`src/rtl/cpu_pkg.sv`:
```
// -----------------------------------------------------------------------------
// cpu_pkg
// Shared definitions for the multi-operand XOR reducer.
//   state_t      : reducer control states (IDLE / ACCUM / DONE)
//   MODE_XOR     : result is the plain XOR of all operands
//   MODE_XNOR    : result is the bitwise inverse of the XOR
//   apply_mode() : applies the latched mode to an accumulated value
// -----------------------------------------------------------------------------
package cpu_pkg;

    typedef enum logic [1:0] {
        ST_IDLE  = 2'd0,
        ST_ACCUM = 2'd1,
        ST_DONE  = 2'd2
    } state_t;

    localparam logic MODE_XOR  = 1'b0;
    localparam logic MODE_XNOR = 1'b1;

    // Applies the output polarity selected by the latched mode bit.
    function automatic logic [63:0] apply_mode(input logic [63:0] value, input logic md);
        return (md == MODE_XNOR) ? ~value : value;
    endfunction

endpackage

```
`src/rtl/xor_two.sv`:
```
// -----------------------------------------------------------------------------
// xor_two
// Purely combinational bitwise XOR of two operands.
//   a : first operand  (width bits)
//   b : second operand (width bits)
//   y : a ^ b          (width bits)
// -----------------------------------------------------------------------------
module xor_two #(
    parameter int width = 32
) (
    input  logic [width-1:0] a,
    input  logic [width-1:0] b,
    output logic [width-1:0] y
);

    assign y = a ^ b;

endmodule

```
`src/rtl/xor_multi.sv`:
```
// -----------------------------------------------------------------------------
// xor_multi
// Folds a stream of operand beats into a single XOR (or XNOR) result.
// A reduction closes on in_last, or when max_ops operands have been folded
// (flagged by truncated). The result is held until the consumer accepts it.
//
// Ports
//   clk       : clock, rising edge
//   rst       : synchronous active-high reset
//   in_valid  : operand beat offered
//   in_ready  : block accepts an operand this cycle (IDLE / ACCUM)
//   input1    : operand data
//   in_last   : final operand of the current reduction
//   mode      : 0 = XOR, 1 = XNOR; sampled on the first beat only
//   result    : reduced value, valid in DONE, 0 otherwise
//   out_valid : result available (DONE)
//   out_ready : consumer takes the result
//   count     : operands folded into the current reduction
//   truncated : reduction closed by the max_ops limit rather than in_last
// -----------------------------------------------------------------------------
module xor_multi
    import cpu_pkg::*;
#(
    parameter int width   = 32,
    parameter int max_ops = 16,
    parameter int cnt_w   = $clog2(max_ops + 1)
) (
    input  logic             clk,
    input  logic             rst,
    input  logic             in_valid,
    output logic             in_ready,
    input  logic [width-1:0] input1,
    input  logic             in_last,
    input  logic             mode,
    output logic [width-1:0] result,
    output logic             out_valid,
    input  logic             out_ready,
    output logic [cnt_w-1:0] count,
    output logic             truncated
);

    localparam logic [cnt_w-1:0] MAX_CNT = cnt_w'(max_ops);
    localparam logic [cnt_w-1:0] ONE_CNT = cnt_w'(1);

    state_t           state_q, state_d;
    logic [width-1:0] acc_q,   acc_d;
    logic [cnt_w-1:0] count_q, count_d;
    logic             mode_q,  mode_d;
    logic             trunc_q, trunc_d;

    logic [width-1:0] fold_a;
    logic [width-1:0] fold_y;
    logic             accept;
    logic [cnt_w-1:0] count_inc;
    logic [63:0]      moded;

    // The first beat of a reduction folds against zero, so the same XOR
    // path serves both the load and the accumulate case.
    assign fold_a = (state_q == ST_ACCUM) ? acc_q : '0;

    xor_two #(
        .width (width)
    ) u_xor_two (
        .a (fold_a),
        .b (input1),
        .y (fold_y)
    );

    assign in_ready  = (state_q != ST_DONE);
    assign out_valid = (state_q == ST_DONE);
    assign accept    = in_valid && in_ready;
    assign count_inc = (state_q == ST_ACCUM) ? (count_q + 1'b1) : ONE_CNT;

    // Result is driven only from registered state, never from input1.
    assign moded     = apply_mode(64'(acc_q), mode_q);
    assign result    = out_valid ? moded[width-1:0] : '0;
    assign truncated = out_valid && trunc_q;
    assign count     = count_q;

    always_comb begin
        state_d = state_q;
        acc_d   = acc_q;
        count_d = count_q;
        mode_d  = mode_q;
        trunc_d = trunc_q;

        unique case (state_q)
            ST_IDLE, ST_ACCUM: begin
                if (accept) begin
                    acc_d   = fold_y;
                    count_d = count_inc;
                    if (state_q == ST_IDLE) begin
                        mode_d = mode;
                    end
                    // in_last wins over the limit: a reduction that ends
                    // exactly at max_ops with in_last is not truncated.
                    if (in_last) begin
                        state_d = ST_DONE;
                        trunc_d = 1'b0;
                    end else if (count_inc == MAX_CNT) begin
                        state_d = ST_DONE;
                        trunc_d = 1'b1;
                    end else begin
                        state_d = ST_ACCUM;
                    end
                end
            end
            ST_DONE: begin
                if (out_ready) begin
                    state_d = ST_IDLE;
                    acc_d   = '0;
                    count_d = '0;
                    mode_d  = MODE_XOR;
                    trunc_d = 1'b0;
                end
            end
            default: begin
                state_d = ST_IDLE;
                acc_d   = '0;
                count_d = '0;
                mode_d  = MODE_XOR;
                trunc_d = 1'b0;
            end
        endcase
    end

    always_ff @(posedge clk) begin
        if (rst) begin
            state_q <= ST_IDLE;
            acc_q   <= '0;
            count_q <= '0;
            mode_q  <= MODE_XOR;
            trunc_q <= 1'b0;
        end else begin
            state_q <= state_d;
            acc_q   <= acc_d;
            count_q <= count_d;
            mode_q  <= mode_d;
            trunc_q <= trunc_d;
        end
    end

endmodule

```
`config.mk`:
```
export PLATFORM = sky130hd
export DESIGN_NAME = xor_multi
export DESIGN_NICKNAME = d
export VERILOG_FILES = /design/src/rtl/cpu_pkg.sv /design/src/rtl/xor_two.sv /design/src/rtl/xor_multi.sv
export SDC_FILE = /design/constraint.sdc
export NUM_CORES = 1
export LEC_CHECK = 0
export CAP_MARGIN = 20
export CORE_MARGIN = 2
export CORE_UTILIZATION = 25
export DETAILED_ROUTE_END_ITERATION = 8
export DONT_BUFFER_PORTS = 1
export GPL_TIMING_DRIVEN = 0
export PLACE_DENSITY_LB_ADDON = 0.25
export SLEW_MARGIN = 20
export SYNTH_ARGS = -nofsm -noshare
export SYNTH_HDL_FRONTEND = slang
export SYNTH_HIERARCHICAL = 1
export SYNTH_SLANG_ARGS = --single-unit
```
`constraint.sdc`:
```
create_clock -name clk -period 4.24 [get_ports clk]
set_clock_uncertainty 0.2 [all_clocks]
set_input_delay 0.848 -clock clk [delete_from_list [all_inputs] [get_ports clk]]
set_output_delay 0.848 -clock clk [all_outputs]
set_load 0.02 [all_outputs]
```
==> results of run 1 <==
==> metrics by stage <==
stage	util (%)	area, µm²	hold slack [ns]	total power (W)	instances
2_1_floorplan	-	2698	0.2320	0.0005798	348
3_3_place_gp	27.53	2868	0.2623	0.0006199	484
3_5_place_dp	27.53	2868	0.2696	0.0006227	484
4_1_cts	28.65	2984	0.2812	0.0009629	492
5_1_grt	28.65	2984	0.2950	0.001006	492
6_report	28.65	2984	0.2760	0.0009497	492
==> per-layer routing <==
layer  track usage [%]  wire length, µm  up-vias
met1             16.74             3505     1041
li1                  -                -     1152
met5                 0                0        -
met3             4.056              477        4
met2             22.91             3582       51
met4             2.747               46        0
==> flip-flops by register name, summed over array words and instances (netlist names) <==
signal,count
acc_q,32
count,5
state_q,2
mode_q,1
trunc_q,1
==> cell type report <==
class	instances	area (µm²)	area share [%]
Buffer	28	143.9	4.822
Clock buffer	7	86.33	2.893
Tap cell	136	170.2	5.702
Clock inverter	1	30.03	1.006
Inverter	3	11.26	0.3774
Multi-Input combinational cell	276	1722	57.69
Sequential cell	41	820.8	27.51
==> worst reg2reg max path, delay by kind of cell, from the launching register on <==
kind	cells	cell delay (ns)
flops	1	0.57
simple gates	2	0.57
fa+ha+maj	1	0.34
compound gates	2	0.33
==> cells by family after synthesis <==
| family | Yosys count |
|---|---|
| AOI/OAI and AO/OA | 52 |
| xor gates and xnor gates | 64 |
| adders and majority gates | 1 |
| buffers and inverters | 31 |
| DFF | 41 |
| muxes | 1 |
| and+or+nand+nor | 158 |
==> worst min path at each step <==
stage | start | end | slack, ns
finish | acc_q[13]$_SDFFE_PP0P_ | acc_q[13]$_SDFFE_PP0P_ | 0.28
global route | acc_q[26]$_SDFFE_PP0P_ | acc_q[26]$_SDFFE_PP0P_ | 0.30
CTS | acc_q[31]$_SDFFE_PP0P_ | acc_q[31]$_SDFFE_PP0P_ | 0.28
detailed placement | acc_q[31]$_SDFFE_PP0P_ | acc_q[31]$_SDFFE_PP0P_ | 0.27
global placement | acc_q[14]$_SDFFE_PP0P_ | acc_q[14]$_SDFFE_PP0P_ | 0.26
floorplan | trunc_q$_SDFFE_PP0P_ | trunc_q$_SDFFE_PP0P_ | 0.23
==> power by group <==
group	internal, W	leakage (nW)	switching, W
logic	0.0000741	0.646	0.000108
registers	0.000407	0.337	0.0000213
clock network	0.000192	0.0585	0.000147
==> cells in the final DEF (no fill, tap or decap), types with 6 or more instances in the layout <==
master	netlist	routed
nor2_1	37	37
xor2_1	32	32
a21oi_1	40	40
clkbuf_8	0	6
clkbuf_1	18	19
buf_2	6	6
xnor2_1	32	32
and2_1	35	35
nand2_1	37	37
dfxtp_1	41	41
nand3b_1	33	33
==> flow_metrics.py, run 1 <==
metrics = {
    "sta": {
        "setup_slack_ns": 1.094,
        "slew-limit-headroom_pct": 55.37,
        "timing.setup.tns_ns": 0,
        "tightest_slew_ns": 0.6694,
        "finalCritPeriodShare_pct": 74.20,
        "setup_viol": 0,
        "hold_viol_final": 0,
        "rsz0062_at_grt": "no",
        "max_clock_freq_mhz": 317.9,
        "final.min_clock_period_ns": 3.146,
        "slew_viol_final": 0,
    },
    "logic_synthesis": {
        "synthTopCellsByArea": "dfxtp_1 30%, xnor2_1 10%, xor2_1 10%, nand3b_1 9.2%, and2_1 8.1%",
        "muxShareOfSynthArea_pct": 0.3711,
        "synth_xor_area_share_pct": 20.78,
        "netlist.area_leader.share_pct": 30.43,
        "synth_top_family_by_area": "simple AND/OR/NAND/NOR gates",
        "mappedNetlistArea_um2": 2698,
        "syn_nets": 387,
        "yosys.area.top_type": "dfxtp_1",
        "ys_types": 35,
        "synth-edff-count": 0,
        "synthSimpleGateAreaFrac_pct": 31.77,
        "ys_ff_latch": 41,
        "synthTopCellsByCount": "41 x dfxtp_1, 40 x a21oi_1, 37 x nand2_1, 37 x nor2_1, 35 x and2_1",
        "avgSynthCellArea_um2": 7.752,
        "synthCells": 348,
        "yosysWarnings": 6,
        "ys_seq_area_share_pct": 30.43,
        "synth_most_common_cell": "dfxtp_1",
        "synth_adder_area_share_pct": 0.4638,
        "synthArstFlopShare_pct": 0,
        "synth_compound_area_share_pct": 10.44,
        "ys.flop_type": "dfxtp_1",
    },
    "worst_hold_path": {
        "hp-class": "reg2reg",
        "holdPathStages": 2,
    },
    "worst_setup_path": {
        "cp-startpoint": "state_q[1]$_SDFFE_PP0P_",
        "crit_fanout": 10,
        "slowest_stage": "dfxtp_1",
        "critPathArrivalTime_ns": 2.10,
        "r2r_start": "count[1]$_SDFFE_PP0P_",
        "reg2regPathDepth": 5,
        "crit_end": "result[26]",
        "critPathRequiredTime_ns": 3.19,
        "r2r_end": "state_q[1]$_SDFFE_PP0P_",
        "startpoint_type": "flop",
        "path_delay_family": "simple AND/OR/NAND/NOR gates",
        "critical_path_class": "reg2out",
        "cp.depth": 4,
        "worstPathCellList": "buf_2 > nand2_1 > clkbuf_1 > nor2_1",
        "worstSetupEndpointType": "output pin",
        "reg2reg_setup_slack_ns": 2.13,
        "worst_path_largest_cell_delay_ns": 0.45,
        "cp.buffers_inverters": 2,
    },
    "placed_design": {
        "io_buffers": 0,
        "place_hpwl_um": 5525,
        "dp_slack_ns": 1.367,
        "place_congestion": 0.7472,
    },
    "die": {
        "die_y_um": 107.9,
        "dieArea_um2": 11640,
        "fp-row-count": 37,
        "pin_count": 78,
        "core_area_um2": 10420,
        "fp.dieW_um": 107.9,
        "initial_core_util_pct": 25.90,
    },
    "layout": {
        "fillCellCount": 1146,
        "n_antenna_cell": 0,
        "area_delta_synth_final_pct": 10.62,
        "drive_gt1_share_pct": 5.337,
        "nNetsFinal": 394,
    },
    "cts": {
        "clock_latency_ns": 0.29,
        "cts_tree": "built",
        "postCtsSetupBuffers": 0,
        "max-clock-path-buffers": 2,
        "cts_resized": 0,
        "clk_transition_reported_paths_ns": 0.09,
        "cts_max_level": 2,
        "numCtsBuffers": 5,
        "cts_root_buf": "clkbuf_8",
        "cts_hold_buf": 0,
        "clkSinkCount": 41,
    },
    "grt": {
        "grt_pass1_vias": 2264,
        "grt_pass1_wl_um": 12100,
        "grt_max_degree": 13,
        "grt_usage_pct": 13.45,
        "antenna_found_initial": 0,
        "gr-total-overflow": 0,
    },
    "power_and_ir_drop": {
        "vdd_ir_drop_max_uv": 137.4,
        "cellLeakagePower_nw": 1.041,
        "p_per_area_nw_per_um2": 318.3,
    },
    "job": {
        "max-cap-violations": 0,
    },
    "status": {
        "status": "complete, no violations",
    },
    "routing": {
        "wl_um": 7612,
        "drc_errors": 0,
        "routedWlPerCell_um": 15.47,
        "postRouteAntennaNets": 0,
        "dr.pass1.iters": 4,
        "via_per_inst": 4.569,
        "dr_total_vias": 2248,
        "drtIter0Drc": 86,
    },
}
Power figures use the tool's default switching activity.
==> inputs of run 2 (changes only) <==
- clock period: 4.24 -> 3.05 ns (I/O delays scaled with it)
==> results of run 2 <==
The final DEF is identical to that of run 1. Status: complete, no violations.
Main changes from that run: setup slack after placement 1.367 ns -> 0.4151 ns; clock-pin slew on the worst setup and hold paths 0.09 ns -> 0.08 ns; setup slack after layout 1.094 ns -> 0.1421 ns; hold slack 0.2760 ns -> 0.2128 ns; register-to-register setup slack 2.13 ns -> 0.94 ns; end point of the worst hold path acc_q[13]$_SDFFE_PP0P_ -> trunc_q$_SDFFE_PP0P_; total power 0.0009497 W -> 0.001320 W; worst IR drop on VDD 137.4 µV -> 191.0 µV
==> inputs of run 3 (changes only) <==
- RECOVER_POWER: default -> 50
==> run 3 against run 2 <==
Register-to-register slack got worse by 0.13 ns. Fmax increased by 0.30%. Sequential share of layout area increased by 0.093 points. First-iteration DRC count decreased by 9.3%. Sequential power about the same.
==> flow_metrics.py, run 3 (synthesis gave the netlist of run 1 again) <==
metrics = {
    "routing": {
        "dr.pass1.iters": 4,
        "dr_total_vias": 2258,
        "via_per_inst": 4.589,
        "postRouteAntennaNets": 0,
        "drc_errors": 0,
        "drtIter0Drc": 78,
        "routedWlPerCell_um": 15.45,
        "wl_um": 7600,
    },
    "layout": {
        "fillCellCount": 1148,
        "mostFrequentLayoutCells": "41 x dfxtp_1, 40 x a21oi_1, 37 x nand2_1, 37 x nor2_1, 33 x nand3b_1",
        "final-seq-area_um2": 820.8,
        "final_common_cell": "dfxtp_1",
        "multiInputGateArea_um2": 1722,
        "drive_gt1_share_pct": 4.213,
        "final_cells": 492,
        "nNetsFinal": 394,
        "area_delta_synth_final_pct": 10.25,
        "n_antenna_cell": 0,
        "regMostFlops": "acc_q",
        "largest_reg_flops": 32,
    },
    "worst_hold_path": {
        "hp-class": "in2reg",
        "min_to": "trunc_q$_SDFFE_PP0P_",
        "holdPathStages": 1,
        "hold_path_startpoint": "in_last",
    },
    "job": {
        "max-cap-violations": 0,
    },
    "worst_setup_path": {
        "r2r_start": "state_q[1]$_SDFFE_PP0P_",
        "critical_path_class": "reg2out",
        "worstSetupEndpointType": "output pin",
        "critPathRequiredTime_ns": 2.24,
        "startpoint_type": "flop",
        "r2r_end": "acc_q[17]$_SDFFE_PP0P_",
        "reg2regPathDepth": 6,
        "crit_fanout": 10,
        "reg2reg_setup_slack_ns": 0.81,
        "critPathArrivalTime_ns": 2.09,
    },
    "cts": {
        "clock_latency_ns": 0.29,
        "numCtsBuffers": 5,
        "clkSinkCount": 41,
        "postCtsSetupBuffers": 0,
        "clk_transition_reported_paths_ns": 0.08,
        "max-clock-path-buffers": 2,
        "cts_root_buf": "clkbuf_8",
        "cts_tree": "built",
        "cts_max_level": 2,
    },
    "placed_design": {
        "place_congestion": 0.7472,
        "dp.cells": 484,
        "place_hpwl_um": 5525,
        "io_buffers": 0,
    },
    "die": {
        "fp-row-count": 37,
        "pin_count": 78,
        "initial_core_util_pct": 25.90,
        "fp.dieW_um": 107.9,
        "dieArea_um2": 11640,
        "core_area_um2": 10420,
        "die_y_um": 107.9,
    },
    "grt": {
        "antenna_found_initial": 0,
        "gr-total-overflow": 0,
        "grt_max_degree": 13,
        "grt_usage_pct": 13.45,
        "grt_pass1_wl_um": 12100,
        "grt_pass1_vias": 2264,
    },
    "sta": {
        "hold_viol_final": 0,
        "final.min_clock_period_ns": 2.899,
        "setup_viol": 0,
        "slew-limit-headroom_pct": 55.29,
        "rsz0062_at_grt": "yes",
        "timing.setup.tns_ns": 0,
        "max_clock_freq_mhz": 344.9,
        "finalCritPeriodShare_pct": 95.05,
        "slew_viol_final": 0,
        "tightest_slew_ns": 0.6706,
    },
    "power_and_ir_drop": {
        "vdd_ir_drop_max_uv": 190.6,
        "p_per_area_nw_per_um2": 443.5,
        "cellLeakagePower_nw": 1.019,
    },
    "status": {
        "status": "complete, no violations",
    },
}
## run 3: cell count changes in the layout (fill, tap and decap cells not counted)
cell      delta
and2_0      +10
and2_1      -10
buf_2        -2
buf_4        -2
clkbuf_1     +4
## run 3: worst max path at each step
stage | start | endpoint | depth (start not counted)
finish | state_q[1]$_SDFFE_PP0P_ | result[26] | 4
global route | state_q[1]$_SDFFE_PP0P_ | result[25] | 4
CTS | state_q[1]$_SDFFE_PP0P_ | result[26] | 4
detailed placement | state_q[1]$_SDFFE_PP0P_ | result[26] | 4
global placement | state_q[1]$_SDFFE_PP0P_ | result[25] | 4
floorplan | state_q[1]$_SDFFE_PP0P_ | result[22] | 4
## run 3: where the power goes
part / internal, W / total (W) / switching, W / leakage [nW]
Sequential: 0.000566 / 0.000596 / 0.0000297 / 0.337
Combinational: 0.0000999 / 0.000250 / 0.000150 / 0.624
Clock: 0.000267 / 0.000473 / 0.000206 / 0.0585
## run 3: per-layer routing
layer  vias up  track usage [%]  share of wire [%]
li1       1151                -                  -
met1      1048            16.74                 46
met2        55            22.91                 47
met3         4            4.056                6.5
met4         0            2.747               0.61
met5         -                0                  0
## run 3: final cells by class
| class | count | share of cell area (%) |
|---|---|---|
| Buffer | 28 | 4.501 |
| Clock buffer | 7 | 2.903 |
| Clock inverter | 1 | 1.010 |
| Inverter | 3 | 0.3786 |
| Multi-Input combinational cell | 276 | 57.89 |
| Sequential cell | 41 | 27.60 |
| Tap cell | 136 | 5.721 |
## run 3: critical path: stages (launching register included)
cell	delay (ns)
dfxtp_1	0.44
buf_2	0.26
nand2_1	0.27
clkbuf_1	0.39
nor2_1	0.43
## run 3: repair_timing
action | in CTS | in global routing
setup endpoints to repair | 0 | 9
hold buffers | 0 | 0
gates resized for setup | 0 | 0
## run 3: per-stage QoR
step	util, %	worst slack [ns]	hold slack (ns)	area (µm²)	total power [W]
floorplan	-	0.8811	0.2320	2698	0.0008060
global placement	27.53	0.4401	0.2623	2868	0.0008618
detailed placement	27.53	0.4151	0.2696	2868	0.0008657
CTS	28.65	0.09372	0.2070	2984	0.001339
global route	28.55	-0.05796	0.1981	2974	0.001395
finish	28.55	0.1509	0.2116	2974	0.001319
